File: src/rtl/matrix_loader.sv
// Byte-stream sequencer for the 2x2 NN predictor: loads three 2x2 matrices, then captures the decision.
// Optional trailing XOR checksum byte is enabled with MATRIX_LOADER_CHECKSUM_EN.
module matrix_loader #(
    parameter int SETTLE_CYCLES = 3,
    parameter int NUM_MATS      = 3,
    parameter int ENTRIES       = 4
) (
    input  logic        wb_clk_i,
    input  logic        wb_rst_i,
    input  logic        start,
    input  logic [7:0]  in_data,
    input  logic        in_valid,
    output logic        in_ready,
    output logic [1:0]  mat_sel,
    output logic [1:0]  adr,
    output logic [20:0] w2,
    input  logic [2:0]  decision_in,
    output logic [2:0]  result,
    output logic        result_valid,
    output logic        busy,
    output logic        err
);
    localparam int SW = (SETTLE_CYCLES > 1) ? $clog2(SETTLE_CYCLES) : 1;
    localparam logic [SW-1:0] SET_LAST = SW'(SETTLE_CYCLES - 1);
    localparam logic [1:0]    ENT_LAST = 2'(ENTRIES - 1);
    localparam logic [1:0]    MAT_LAST = 2'(NUM_MATS - 1);

`ifdef MATRIX_LOADER_CHECKSUM_EN
    typedef enum logic [2:0] {IDLE, RECV, WRITE, SETTLE, CSUM} state_t;
    logic [7:0] csum;
`else
    typedef enum logic [2:0] {IDLE, RECV, WRITE, SETTLE} state_t;
`endif

    state_t state, state_nxt;
    logic [1:0]    byte_cnt, ent_idx, mat_idx;
    logic [15:0]   word_lo;
    logic [SW-1:0] settle_cnt;
    logic          last_word;

    assign last_word = (mat_idx == MAT_LAST) && (ent_idx == ENT_LAST);

    always_ff @(posedge wb_clk_i or posedge wb_rst_i) begin
        if (wb_rst_i) state <= IDLE;
        else          state <= state_nxt;
    end

    always_comb begin
        state_nxt = state;
        case (state)
            IDLE:   if (start) state_nxt = RECV;
            RECV:   if (in_valid && byte_cnt == 2'd2) state_nxt = WRITE;
`ifdef MATRIX_LOADER_CHECKSUM_EN
            WRITE:  if (last_word) state_nxt = CSUM; else state_nxt = RECV;
            CSUM:   if (in_valid) state_nxt = (in_data == csum) ? SETTLE : IDLE;
`else
            WRITE:  if (last_word) state_nxt = SETTLE; else state_nxt = RECV;
`endif
            SETTLE: if (settle_cnt == SET_LAST) state_nxt = IDLE;
            default: state_nxt = IDLE;
        endcase
    end

    always_comb begin
        in_ready = 1'b0;
        mat_sel  = 2'b11;
        busy     = (state != IDLE);
        case (state)
            RECV:  in_ready = 1'b1;
            WRITE: mat_sel  = mat_idx;
`ifdef MATRIX_LOADER_CHECKSUM_EN
            CSUM:  in_ready = 1'b1;
`endif
            default: ;
        endcase
    end

    // adr/w2 are loaded with the third byte so they are stable throughout WRITE and hold afterwards.
    always_ff @(posedge wb_clk_i or posedge wb_rst_i) begin
        if (wb_rst_i) begin
            byte_cnt     <= '0;
            word_lo      <= '0;
            ent_idx      <= '0;
            mat_idx      <= '0;
            settle_cnt   <= '0;
            adr          <= '0;
            w2           <= '0;
            result       <= '0;
            result_valid <= 1'b0;
        end else begin
            case (state)
                IDLE: if (start) begin
                    result_valid <= 1'b0;
                    byte_cnt     <= '0;
                    ent_idx      <= '0;
                    mat_idx      <= '0;
                    settle_cnt   <= '0;
                end
                RECV: if (in_valid) begin
                    case (byte_cnt)
                        2'd0: begin word_lo[7:0]  <= in_data; byte_cnt <= 2'd1; end
                        2'd1: begin word_lo[15:8] <= in_data; byte_cnt <= 2'd2; end
                        default: begin
                            w2       <= {in_data[4:0], word_lo};
                            adr      <= ent_idx;
                            byte_cnt <= 2'd0;
                        end
                    endcase
                end
                WRITE: begin
                    settle_cnt <= '0;
                    if (ent_idx == ENT_LAST) begin
                        ent_idx <= '0;
                        mat_idx <= last_word ? 2'd0 : mat_idx + 2'd1;
                    end else begin
                        ent_idx <= ent_idx + 2'd1;
                    end
                end
                SETTLE: begin
                    settle_cnt <= settle_cnt + 1'b1;
                    if (settle_cnt == SET_LAST) begin
                        result       <= decision_in;
                        result_valid <= 1'b1;
                    end
                end
                default: ;
            endcase
        end
    end

`ifdef MATRIX_LOADER_CHECKSUM_EN
    always_ff @(posedge wb_clk_i or posedge wb_rst_i) begin
        if (wb_rst_i) begin
            csum <= '0;
            err  <= 1'b0;
        end else begin
            case (state)
                IDLE: if (start) begin csum <= '0; err <= 1'b0; end
                RECV: if (in_valid) csum <= csum ^ in_data;
                CSUM: if (in_valid && in_data != csum) err <= 1'b1;
                default: ;
            endcase
        end
    end
`else
    assign err = 1'b0;
`endif

endmodule

File: config.mk
export PLATFORM = sky130hd
export DESIGN_NAME = matrix_loader
export DESIGN_NICKNAME = d
export VERILOG_FILES = /design/src/rtl/matrix_loader.sv
export SDC_FILE = /design/constraint.sdc
export NUM_CORES = 1
export LEC_CHECK = 0
export CAP_MARGIN = 20
export CORE_MARGIN = 5
export CORE_UTILIZATION = 27
export CTS_CLUSTER_SIZE = 20
export DETAILED_ROUTE_END_ITERATION = 8
export GPL_TIMING_DRIVEN = 0
export PLACE_DENSITY = 0.52
export SYNTH_ARGS = -nofsm -noshare
export SYNTH_HDL_FRONTEND = slang
export SYNTH_SLANG_ARGS = --single-unit
File: constraint.sdc
create_clock -name wb_clk_i -period 4.4 [get_ports wb_clk_i]
set_input_delay 0.88 -clock wb_clk_i [delete_from_list [all_inputs] [get_ports wb_clk_i]]
set_output_delay 0.88 -clock wb_clk_i [all_outputs]
set_load 0.01 [all_outputs]
==> results.json, run 1 <==
{
  "outcome": "finished, final reports clean",
  "ys_seq_area_share_pct": 57.33,
  "seq_area_um2": 1326,
  "r2r_start": "state[1]",
  "drc_errors": 0,
  "nets": 227,
  "synth_area_um2": 2313,
  "fillers": 829,
  "synth_area_leader_cell": "dfrtp_1",
  "yosysWarnings": 0,
  "setup_viol": 0,
  "grtUsageTotal_pct": 9.167,
  "synthTopCellsByArea": "dfrtp_1 (57%), mux2_4 (13%), mux2_2 (11%)",
  "cp_max_fo": 10,
  "end_kind": "primary output",
  "antenna-diode-count": 0,
  "drt_wl_total_um": 4452,
  "synth_most_common_cell": "dfrtp_1",
  "setup.worst_path.start": "state[0]",
  "wire_per_inst_um": 14.09,
  "numCtsBuffers": 5,
  "fin_cells": 316,
  "dp_hpwl_um": 3111,
  "grt_pass1_wl_um": 7424,
  "final_antenna_net_count": 0,
  "yosys_register_bits": 53,
  "crit_type": "reg2out",
  "synth.distinct_cells": 34,
  "drive_above_1_share_pct": 31.75,
  "syn_area_per_cell_um2": 14.74,
  "cp.arrival_ns": 1.86,
  "grt_overflow_total": 0,
  "maxCapViolations": 0,
  "cts_tree": "done",
  "drtPass1Iterations": 4,
  "cts_max_level": 2,
  "max_freq_mhz": 365.4,
  "async_reset_ff_share_pct": 100.0,
  "postCtsHoldBufs": 0,
  "die_h_um": 102.6,
  "syn_nets": 174,
  "hold_violations": 0,
  "initial_core_util_pct": 27.88,
  "clk_path_buf_depth": 2,
  "gp_congestion": 0.7354,
  "cts_sinks": 53,
  "synth_common_cells": "dfrtp_1 (53), mux2_2 (22), mux2_4 (20)",
  "p_leak_nw": 1.346,
  "netlist.area_leader.share_pct": 57.33,
  "post-route-period-util_pct": 62.20,
  "via_count": 1403,
  "core_area_um2": 8299,
  "synthCells": 157,
  "rsz0062_at_grt": "false",
  "die_w_um": 102.6,
  "clk_latency_ns": 0.31,
  "cts_setup_buffers": 0,
  "vias_per_cell": 4.440,
  "ios": 47,
  "period_minus_slack_ns": 2.737,
  "multi_input_area_um2": 889.6,
  "dieArea_um2": 10520,
  "min_path_type": "reg2reg",
  "syn_to_final_growth_pct": 29.91,
  "grt_pass1_vias": 1459,
  "clkTransAtPathRegs_ns": 0.11,
  "slew_violations": 0,
  "synth-edff-count": 0,
  "start_kind": "register",
  "crit_required_ns": 3.52,
  "fin_skew_ns": 0.009227,
  "io_buffers": 45,
  "whs_ns": 0.5020,
  "synth-main-ff-cell": "dfrtp_1",
  "min_from": "word_lo[11]",
  "num_rows": 33,
  "ir_drop_v": 0.0002353,
  "cts.repair.resized": 0,
  "placedCellCount": 308,
  "tns_ns": 0,
  "detail_route.iter0.violations": 30,
  "grt_max_degree": 42,
  "cts_root_buffer": "clkbuf_8",
  "grt_antenna_before_repair": 0,
  "power.density_nw_per_um2": 666.6
}
==> placed cells by master, fill, tap and decap left out, types with 3 or more instances in the layout <==
master,instances
dfrtp_1,53
clkdlybuf4s50_1,45
mux2_2,22
mux2_4,20
nand2_1,8
o21ai_0,5
clkbuf_8,5
nor2_1,4
a22o_1,4
nand2b_1,4
buf_12,3
==> flip-flops by register name, indices dropped and copies added (netlist names) <==
signal        cells
byte_cnt          2
mat_idx           2
result_valid      1
w2               21
result            3
ent_idx           2
state             2
adr               2
word_lo          16
settle_cnt        2
==> critical path, stage by stage (launching register included) <==
cell	delay [ns]
dfrtp_1	0.37
buf_4	0.16
clkbuf_1	0.21
or2_2	0.32
clkdlybuf4s50_1	0.48
==> cells by family (layout without fill, tap and decap cells) <==
group	after synthesis	count (layout)	synth area share, %
fa+ha+maj	2	2	1.081
mux	43	43	24.12
other cells	1	1	0.1621
flops	53	53	57.33
compound gates	17	17	5.138
simple gates	30	30	7.950
buf+inv	11	65	4.218
==> per-layer routing <==
layer | part of all wire, % | GRT usage, % | wire length, um
met3 | 7.7 | 3.045 | 341
met4 | 1.1 | 3.330 | 51
met5 | 0 | 0 | 0
met2 | 47 | 14.25 | 2075
met1 | 45 | 11.91 | 1984
==> final timing paths <==
path                            endpoint  slack (ns)  cells past startpoint
min reg2reg                       w2[11]        0.50                      1
min                               w2[11]        0.50                      1
max                                 busy        1.66                      4
max reg2reg                   word_lo[0]        2.74                      5
max in group asynchronous         w2[12]        3.06                      3
min in group asynchronous  settle_cnt[1]        0.83                      2
==> report_power, final <==
part           switching, W  leakage [nW]  internal, W
Clock              0.000172        0.0445     0.000113
Combinational      0.000309         0.651     0.000560
Sequential         0.000132         0.650     0.000716
==> metrics by stage <==
step	utilization (%)	cell area (um^2)	worst slack [ns]	power (W)
finish	36.21	3005	1.663	0.002003
global route	36.21	3005	1.501	0.002157
CTS	36.21	3005	1.641	0.002042
detailed placement	35.13	2915	1.878	0.001750
global placement	34.89	2895	1.083	0.001727
floorplan	-	2313	2.234	0.001367
==> final cells by class <==
| type | count | share of cell area (%) |
|---|---|---|
| Sequential cell | 53 | 44.13 |
| Clock inverter | 3 | 0.7077 |
| Tap cell | 105 | 4.371 |
| Inverter | 2 | 0.2498 |
| Timing Repair Buffer | 46 | 15.65 |
| Multi-Input combinational cell | 93 | 29.60 |
| Buffer | 9 | 2.998 |
| Clock buffer | 5 | 2.290 |
Note: power is estimated with default switching activity, not from simulation.
==> run 2: changes to the inputs <==
- PLACE_DENSITY: 0.52 -> 0.54
- clock period: 4.4 -> 2.2 ns (I/O delays scaled with it)
==> run 2 against run 1 <==
  * Sequential share of layout area shrank 0.092 points
  * Cell count shrank 0.32%
  * Global-route usage is essentially flat
  * Sequential cell count is the same
  * Total power grew 100%
  * Clock power grew 100%
  * Die area is the same
  * Critical path type unchanged
  * Largest cell class unchanged
  * Largest power group unchanged
==> results.json, run 2 (synthesis results as in run 1) <==
{
  "outcome": "finished, final reports clean",
  "pre_cts_ws_ns": 0.1259,
  "gp_congestion": 0.7113,
  "drt_wl_total_um": 4476,
  "core_area_um2": 8299,
  "die_h_um": 102.6,
  "drc_errors": 0,
  "cp_max_fo": 10,
  "grtUsageTotal_pct": 9.127,
  "placedCellCount": 308,
  "cts_tree": "done",
  "rsz0062_at_grt": "false",
  "power.density_nw_per_um2": 1336,
  "dieArea_um2": 10520,
  "setup_slack_ns": 0.1003,
  "io_buffers": 45,
  "clkTransAtPathRegs_ns": 0.11,
  "postCtsHoldBufs": 0,
  "via_count": 1385,
  "cts_root_buffer": "clkbuf_8",
  "clk_path_buf_depth": 2,
  "critPathMostFrequentCell": "buf_4",
  "ios": 47,
  "dp_hpwl_um": 3173,
  "grt_max_degree": 42,
  "whs_ns": 0.3802,
  "total_power_w": 0.004024,
  "utilization_pct": 36.29,
  "min_path_type": "in2async",
  "crit_required_ns": 1.76,
  "cp_cell_sequence": "buf_4 -> buf_4 -> nor2b_1 -> clkdlybuf4s50_1",
  "detail_route.iter0.violations": 27,
  "grt_overflow_total": 0,
  "slowest_stage": "clkdlybuf4s50_1",
  "max_freq_mhz": 476.3,
  "num_rows": 33,
  "start_kind": "register",
  "hold_violations": 0,
  "cts_max_level": 2,
  "ir_drop_v": 0.0004028,
  "end_kind": "primary output",
  "syn_to_final_growth_pct": 30.18,
  "grt_antenna_before_repair": 0,
  "reg_top3": "w2 (21), word_lo (16), result (3)",
  "grt_pass1_wl_um": 7458,
  "drtPass1Iterations": 4,
  "die_w_um": 102.6,
  "numCtsBuffers": 5,
  "post-route-period-util_pct": 95.44,
  "period_minus_slack_ns": 2.100,
  "drive_above_1_share_pct": 32.86,
  "regMostFlops": "w2",
  "cp.arrival_ns": 1.66,
  "initial_core_util_pct": 27.88,
  "final_common_cell": "dfrtp_1",
  "clk_latency_ns": 0.31,
  "grt_pass1_vias": 1461,
  "final_antenna_net_count": 0,
  "mostFrequentLayoutCells": "dfrtp_1 (53), clkdlybuf4s50_1 (44), mux2_2 (22)",
  "fin_cells": 315,
  "setup_viol": 0,
  "wire_per_inst_um": 14.21,
  "p_leak_nw": 1.346,
  "antenna-diode-count": 0,
  "largest_register_ff_count": 21,
  "maxCapViolations": 0,
  "cts_sinks": 53,
  "nets": 226,
  "crit_type": "reg2out",
  "slew_violations": 0,
  "fin_skew_ns": 0.01005,
  "vias_per_cell": 4.397,
  "critPathMaxStageDelay_ns": 0.55
}
-- run 2: final timing paths --
kind / start / to / slack [ns] / cells past startpoint
min in group wb_clk_i: word_lo[0] / w2[0] / 0.50 / 1
min reg2reg: word_lo[0] / w2[0] / 0.50 / 1
max reg2reg: state[1] / word_lo[0] / 0.54 / 5
min: wb_rst_i / w2[16] / 0.38 / 2
max: state[0] / in_ready / 0.10 / 4
max in group asynchronous: wb_rst_i / state[0] / 1.30 / 3
-- run 2: metal layers --
layer / routed length [um] / share of wire [%] / track usage [%] / vias to the layer above
met4: 41 / 0.92 / 2.422 / 0
met5: 0 / 0 / 0 / -
li1: - / - / - / 652
met1: 2168 / 48 / 12.83 / 691
met3: 330 / 7.4 / 2.842 / 5
met2: 1935 / 43 / 13.65 / 37
-- run 2: timing repair --
item / in CTS / in global routing
gates resized for setup: 3 / 2
buffers inserted: 0 / 0
setup endpoints to repair: 2 / 3
-- run 2: cell type report --
type | count | area (um^2)
multi-input combinational | 93 | 892.1
inverter | 2 | 7.507
buffer | 8 | 90.09
fill | 817 | 5288
timing repair buffer | 46 | 469.2
clock inverter | 3 | 26.28
sequential | 53 | 1326
tap | 105 | 131.4
clock buffer | 5 | 68.82
-- run 2: power breakdown --
group          switching [W]  total, W  internal, W
clock               0.000348  0.000581     0.000232
combinational       0.000621   0.00174      0.00112
sequential          0.000268   0.00170      0.00143
total                0.00124   0.00402      0.00279
-- run 2: worst max-delay path, delay by kind of cell (launching register included) --
family                 cells  cell delay, ns
buffers and inverters      3            0.89
DFF                        1            0.33
and+or+nand+nor            1            0.14
-- run 2: stage by stage --
stage	area, um^2	setup TNS, ns
finish	3012	0
global route	3012	0
CTS	3009	0
detailed placement	2915	0
global placement	2895	-34.25
floorplan	2313	0
